==> config.mk <==
export PLATFORM = sky130hd
export DESIGN_NAME = mb_bram_port_ctrl
export DESIGN_NICKNAME = d
export VERILOG_FILES = /design/src/rtl/mb_bram_port_ctrl.sv
export SDC_FILE = /design/constraint.sdc
export NUM_CORES = 1
export LEC_CHECK = 0
export ABC_AREA = 1
export BUFFER_PORTS_ARGS = -buffer_cell sky130_fd_sc_hd__buf_2
export CAP_MARGIN = 20
export CORE_UTILIZATION = 46
export DETAILED_ROUTE_END_ITERATION = 12
export PLACE_DENSITY = 0.86
export SYNTH_ARGS = -nofsm -noshare
export SYNTH_HDL_FRONTEND = slang
export SYNTH_SLANG_ARGS = --single-unit
==> constraint.sdc <==
create_clock -name Clk -period 2 [get_ports Clk]
set_input_delay 0.2 -clock Clk [delete_from_list [all_inputs] [get_ports Clk]]
set_output_delay 0.2 -clock Clk [all_outputs]
set_load 0.02 [all_outputs]
==> src/rtl/mb_bram_port_ctrl.sv <==
// mb_bram_port_ctrl: turns a valid/ready command channel into single-cycle
// accesses on one 32-bit BRAM port. It returns in-order responses over a
// valid/ready channel with backpressure.
//
// Timeline for a command accepted on the edge that ends cycle C:
//   C+1 (T)   : registered BRAM_EN/WEN/Addr/Dout drive the port.
//   C+2 (T+1) : BRAM_Din is valid. The response is formed here. If the FIFO
//               is empty, the response is presented directly; otherwise it is
//               pushed behind the FIFO contents.
//
// The credit counter covers everything in flight: issue + capture + FIFO.
// A pop in the same cycle frees a credit, so Cmd_Ready also opens on a pop.
// This lets a stream run at one command per cycle while staying within two
// credits.
module mb_bram_port_ctrl #(
  parameter int unsigned              C_PORT_AWIDTH = 32,
  parameter int unsigned              C_PORT_DWIDTH = 32,
  parameter int unsigned              C_NUM_WE      = C_PORT_DWIDTH / 8,
  parameter logic [C_PORT_AWIDTH-1:0] C_BASEADDR    = '0,
  parameter logic [C_PORT_AWIDTH-1:0] C_MEMSIZE     = C_PORT_AWIDTH'(32'h0001_0000)
) (
  input  logic                     Clk,
  input  logic                     Rst_N,
  input  logic                     Cmd_Valid,
  output logic                     Cmd_Ready,
  input  logic                     Cmd_Write,
  input  logic [0:C_PORT_AWIDTH-1] Cmd_Addr,
  input  logic [0:C_NUM_WE-1]      Cmd_BE,
  input  logic [0:C_PORT_DWIDTH-1] Cmd_WData,
  output logic                     Rsp_Valid,
  input  logic                     Rsp_Ready,
  output logic                     Rsp_Write,
  output logic                     Rsp_Err,
  output logic [0:C_PORT_DWIDTH-1] Rsp_RData,
  output logic                     BRAM_Rst,
  output logic                     BRAM_Clk,
  output logic                     BRAM_EN,
  output logic [0:C_NUM_WE-1]      BRAM_WEN,
  output logic [0:C_PORT_AWIDTH-1] BRAM_Addr,
  output logic [0:C_PORT_DWIDTH-1] BRAM_Dout,
  input  logic [0:C_PORT_DWIDTH-1] BRAM_Din
);
  localparam int unsigned AW = C_PORT_AWIDTH;
  localparam int unsigned DW = C_PORT_DWIDTH;
  localparam int unsigned NW = C_NUM_WE;

  typedef struct packed {
    logic          wr;
    logic          err;
    logic [DW-1:0] data;
  } rsp_t;

  logic          bram_rst_q, bram_rst_d;
  logic [1:0]    cnt_q, cnt_d;
  logic          en_q, en_d;
  logic [NW-1:0] wen_q, wen_d;
  logic [AW-1:0] addr_q, addr_d;
  logic [DW-1:0] dout_q, dout_d;
  // bit 0: issue stage (cycle T), bit 1: capture stage (cycle T+1)
  logic [1:0]    vld_pipe_q, vld_pipe_d;
  logic [1:0]    wr_pipe_q, wr_pipe_d;
  logic [1:0]    err_pipe_q, err_pipe_d;
  rsp_t          fifo_q [0:1];
  rsp_t          fifo_d [0:1];
  logic          rd_ptr_q, rd_ptr_d, wr_ptr_q, wr_ptr_d;
  logic [1:0]    fcnt_q, fcnt_d;

  logic [AW-1:0] offset;
  logic          in_rng, accept, pop, fifo_pop, push, rsp_vld;
  rsp_t          cap_ent, head;

  assign BRAM_Clk  = Clk;
  assign BRAM_Rst  = bram_rst_q;
  assign BRAM_EN   = en_q;
  assign BRAM_WEN  = wen_q;
  assign BRAM_Addr = addr_q;
  assign BRAM_Dout = dout_q;

  // Decode, credit accounting, port drive and response FIFO next-state
  always_comb begin
    offset  = Cmd_Addr - C_BASEADDR;
    in_rng  = offset < C_MEMSIZE;

    cap_ent.wr   = vld_pipe_q[1] & wr_pipe_q[1];
    cap_ent.err  = vld_pipe_q[1] & err_pipe_q[1];
    cap_ent.data = (vld_pipe_q[1] && !wr_pipe_q[1] && !err_pipe_q[1]) ? DW'(BRAM_Din) : '0;

    head     = (fcnt_q != 2'd0) ? fifo_q[rd_ptr_q] : cap_ent;
    rsp_vld  = (fcnt_q != 2'd0) | vld_pipe_q[1];
    pop      = rsp_vld & Rsp_Ready;
    fifo_pop = pop & (fcnt_q != 2'd0);
    // The capture entry bypasses the FIFO when it is the head and is popped
    push     = vld_pipe_q[1] & ~((fcnt_q == 2'd0) & pop);

    Cmd_Ready = ~bram_rst_q & ((cnt_q < 2'd2) | pop);
    accept    = Cmd_Valid & Cmd_Ready;

    cnt_d = cnt_q;
    if (accept && !pop)      cnt_d = cnt_q + 2'd1;
    else if (pop && !accept) cnt_d = cnt_q - 2'd1;

    bram_rst_d = 1'b0;
    en_d       = accept & in_rng;
    wen_d      = (accept && in_rng && Cmd_Write) ? NW'(Cmd_BE) : '0;
    addr_d     = addr_q;
    dout_d     = dout_q;
    if (accept && in_rng) begin
      addr_d = offset & ~AW'(3);
      dout_d = Cmd_WData;
    end

    vld_pipe_d = {vld_pipe_q[0], accept};
    wr_pipe_d  = {wr_pipe_q[0], Cmd_Write};
    err_pipe_d = {err_pipe_q[0], ~in_rng};

    fifo_d[0] = fifo_q[0];
    fifo_d[1] = fifo_q[1];
    if (push) fifo_d[wr_ptr_q] = cap_ent;
    wr_ptr_d = wr_ptr_q ^ push;
    rd_ptr_d = rd_ptr_q ^ fifo_pop;
    fcnt_d   = fcnt_q;
    if (push && !fifo_pop)      fcnt_d = fcnt_q + 2'd1;
    else if (fifo_pop && !push) fcnt_d = fcnt_q - 2'd1;

    Rsp_Valid = rsp_vld;
    Rsp_Write = head.wr;
    Rsp_Err   = head.err;
    Rsp_RData = head.data;
  end

  // State registers; reset drops all in-flight and buffered responses
  always_ff @(posedge Clk or negedge Rst_N) begin
    if (!Rst_N) begin
      bram_rst_q <= 1'b1;
      cnt_q      <= '0;
      en_q       <= 1'b0;
      wen_q      <= '0;
      addr_q     <= '0;
      dout_q     <= '0;
      vld_pipe_q <= '0;
      wr_pipe_q  <= '0;
      err_pipe_q <= '0;
      fifo_q[0]  <= '0;
      fifo_q[1]  <= '0;
      rd_ptr_q   <= 1'b0;
      wr_ptr_q   <= 1'b0;
      fcnt_q     <= '0;
    end else begin
      bram_rst_q <= bram_rst_d;
      cnt_q      <= cnt_d;
      en_q       <= en_d;
      wen_q      <= wen_d;
      addr_q     <= addr_d;
      dout_q     <= dout_d;
      vld_pipe_q <= vld_pipe_d;
      wr_pipe_q  <= wr_pipe_d;
      err_pipe_q <= err_pipe_d;
      fifo_q[0]  <= fifo_d[0];
      fifo_q[1]  <= fifo_d[1];
      rd_ptr_q   <= rd_ptr_d;
      wr_ptr_q   <= wr_ptr_d;
      fcnt_q     <= fcnt_d;
    end
  end
endmodule

# Word-level counts from Yosys, hierarchy flattened
# Cells that the tools add are included.
# op_classes
reduce_logical	19
n_mux	13
n_lt_le_gt_ge	5
addsub	4
bitwise	18
# ops
op	n
$mux W34	5
$bwmux W68	1
$demux W34 S1	1
$lt A32 B17 Y1 const B	1
$mux W32	1
$and A1 B1 Y1	9
$logic_and A1 B1 Y1	9
$mux W2	4
$logic_not A1 Y1	6
$reduce_bool A2 Y1	3
$add A2 B1 Y2 const B	2
$ge A2 B2 Y1 const B	2
$mux W4	1
$not A1 Y2	2
$sub A2 B1 Y2 const B	2
$not A1 Y1	3
$logic_not A2 Y1	1
$lt A2 B1 Y1 const B	1
$lt A2 B2 Y1 const B	1
$or A1 B1 Y1	2
$xor A1 B1 Y1	2
# word_totals
input_bits	105
register_bits	148
wordCells	77
out_inout_bits	107

# Logic depth before layout (Yosys ltp)
# logic_depth
depth_word	10
ltp_mapped	11
ltp_nobuf	10

==> metrics.txt <==
gp weighted congestion 0.761; RSZ-0062 raised after global routing true; CP required 1.80 ns; DRT Pass-1 Iters 6; global-route wire length before repair roughly 33,000 µm; met1 WL 7750 µm; top-area cell type share of the netlist area 57.3%; Worst-Margin Slew ~0.54 ns; DPL Wire Length approximately 10,000 µm; fmax 459 MHz; synthesized area per cell 8.72 µm²; final period utilization 109%; #FFs+latches synth 148; Worst Slack Setup Final -0.178 ns; initial antenna violation count 1; CP Capture Type output pin; worst hold path class input pin to flop; met3 wire length around 2000 µm; Avg WL per Cell 17.5 µm; average vias per placed instance 5.45; Die ar. 14,400 µm²; Max VDD drop roughly 0.00056 V; Core Box Area 13,400 µm²; Initial Util 47.9%; wire length on met2 10,400 µm; YS warnings 0; Final ANT Viol Nets 0; routed wire length 21,200 µm; CTS tree yes; Final Hold Vio Count 0; failing checks negative setup slack; Clock Latency Late Sink ~0.53 ns; Max Cap Violations 0; Fin Setup TNS -2.95 ns; Worst Clk Skew 0.0105 ns; pwr dens 1090 nW/µm²; vias in the first global route 6,448; Syn Inst Count about 740; Slowest cell on crit path dfrtp_1; Area Overhead vs Synth 46.5%; sequential-to-total area share from yosys stat about 58%; post-synthesis cell area 6420 µm²; die width 120 µm; worst path bufs/invs 3; fraction of layout instances using a drive strength above 1 28.6%; Vias 6,614; CP arrival 1.98 ns; largest stage delay on the critical path between 0.4 and 0.5 ns; clock-pin transition on the worst setup and hold timing paths about 0.06 ns; fin crit period 2.18 ns; Die Y ~120 µm; final net count 1,132; Top-Level Pins 212; worst path cell trace nor3_4, buf_6, buf_16, a21oi_1, a31oi_1, buf_4; slew margin rel. approximately 64%; Slew Limit Fails 0; PortBufs 207; total gr overflow 0; Cell variety after synth 29; global-route usage over all layers 29.9%; top cells by area, synth dfrtp_1 57%, nand2_1 15%, o21ai_0 6.9%; final setup fails 32; Tot Pwr 10,300 µW; worst setup path category flop to output pin; DRC 0; largest net degree at the start of global routing 69; # rows 42; CP top delay family buffers and inverters; crit path max fanout 8; top sig layer met5; CP Launch Type flop; post-synth top area cell dfrtp_1; outcome complete, but fails checks; P_leak 0.00479 µW; DR iter-0 viols about 640; FILL cells about 900; diode count 0
## cell families after synthesis
logic type	synth area share, %
compound gates	15.4
xor+xnor	0.546
fa+ha+maj	0.585
buf+inv	6.61
flops	57.7
other cells	0.0584
simple gates	19.1
## what timing repair did
| action | 4_1_cts | 5_1_grt |
|---|---|---|
| endpoints found under the setup margin | 34 | 42 |
| gates resized for setup | 22 | 31 |
| hold endpoints to repair | 166 | 0 |
| setup buffers | 7 | 2 |
| hold buffers | 84 | 0 |
| pin swaps | 1 | 4 |
| cloned | 3 | 1 |
## registers in the layout (all words and copies together), names as in the netlist, 2 cells and up
name / cells
err_pipe_q: 2
wr_pipe_q: 2
BRAM_Addr: 30
BRAM_Dout: 32
fcnt_q: 2
vld_pipe_q: 2
fifo_q: 68
cnt_q: 2
BRAM_WEN: 4
## layout by cell type (no fill, tap or decap), types with 2 or more instances in the layout
cell type      instances
o211ai_1               2
a21oi_1               25
o21ai_1               33
clkbuf_16             21
o21ai_0               86
a21oi_2               11
clkinv_2               4
a31oi_2                2
nor2_1                31
buf_8                  2
clkbuf_8               6
ha_1                   3
nand2_1              265
dlygate4sd3_1         84
buf_6                  4
buf_4                 30
bufinv_16              2
conb_1                 3
inv_2                  3
buf_2                186
or2_2                  3
xnor2_1                2
clkinv_4               2
a31oi_1               30
inv_1                 26
dfrtp_1              146
nand2_4                2
xor2_1                 2
buf_12                 8
## final cells by class
type	instances	area, µm²	share of cell area (%)
well taps	176	220	2.34
multi-input cells	506	2360	25.1
clock inverters	8	96.3	1.02
inverters	31	124	1.32
clock buffers	28	592	6.29
repair buffers	316	2310	24.6
flip-flops and latches	148	3710	39.4
## through the flow
step | cell area (µm²) | instances | hold WS, ns | setup WS (ns) | util [%]
after floorplan | 6430 | 738 | -0.0956 | 0.0477 | -
after global placement | 7580 | 1083 | 0.203 | 0.276 | 56.6
after detailed placement | 7580 | 1083 | 0.205 | 0.210 | 56.6
after CTS | 9310 | 1212 | 0.00753 | -0.103 | 69.5
after global routing | 9410 | 1213 | 0.0336 | -0.252 | 70.2
final | 9410 | 1213 | 0.0369 | -0.178 | 70.2
## Yosys cell counts
cell type,count
inv_1,28
a31oi_1,32
clkbuf_1,29
nand2_4,2
nor3_4,1
nor2_8,1
buf_1,3
o211ai_1,2
o21ai_0,89
nand3_4,1
inv_2,1
buf_4,8
buf_6,10
xor2_1,2
clkinv_1,2
nand3_1,1
or2_2,3
xnor2_1,2
conb_1,1
dfrtp_1,147
nor2_2,1
dfstp_2,1
buf_2,3
ha_1,3
nor2_1,31
nand2_1,265
a21oi_1,36
nand2_2,1
o21ai_1,30
## metal layers
metal,vias up,GRT usage [%]
met5,-,0
met2,451,49.1
met3,97,7.46
li1,2961,-
met4,2,17.3
met1,3103,35.5
## worst register-to-register path, delay by kind of cell (launching register included)
family / cells / cell delay (ns)
flops: 1 / 0.42
xor+xnor: 1 / 0.13
fa+ha+maj: 1 / 0.30
compound gates: 2 / 0.24
simple gates: 5 / 0.45
buf+inv: 2 / 0.21
## worst paths after layout
| path | from | endpoint | slack, ns | cells past startpoint |
|---|---|---|---|---|
| worst max register to register | fcnt_q[0] | cnt_q[1] | 0.15 | 11 |
| worst max-delay path | wr_pipe_q[1] | Rsp_RData[31] | -0.18 | 6 |
| worst min-delay path | Rsp_Ready | rd_ptr_q | 0.04 | 3 |
| max in group asynchronous | Rst_N | fifo_q[10] | 1.15 | 3 |
| min in group asynchronous | Rst_N | fifo_q[62] | 0.23 | 2 |
| worst min register to register | err_pipe_q[0] | err_pipe_q[1] | 0.35 | 0 |
## where the power goes
group          internal (µW)  leakage [µW]  switching (µW)
Sequential              3110       0.00195             103
Clock                   2300      0.000343            1270
Combinational           1320       0.00250            2170
Total                   6730       0.00479            3540
No activity file was read; power rests on OpenSTA's default activity.
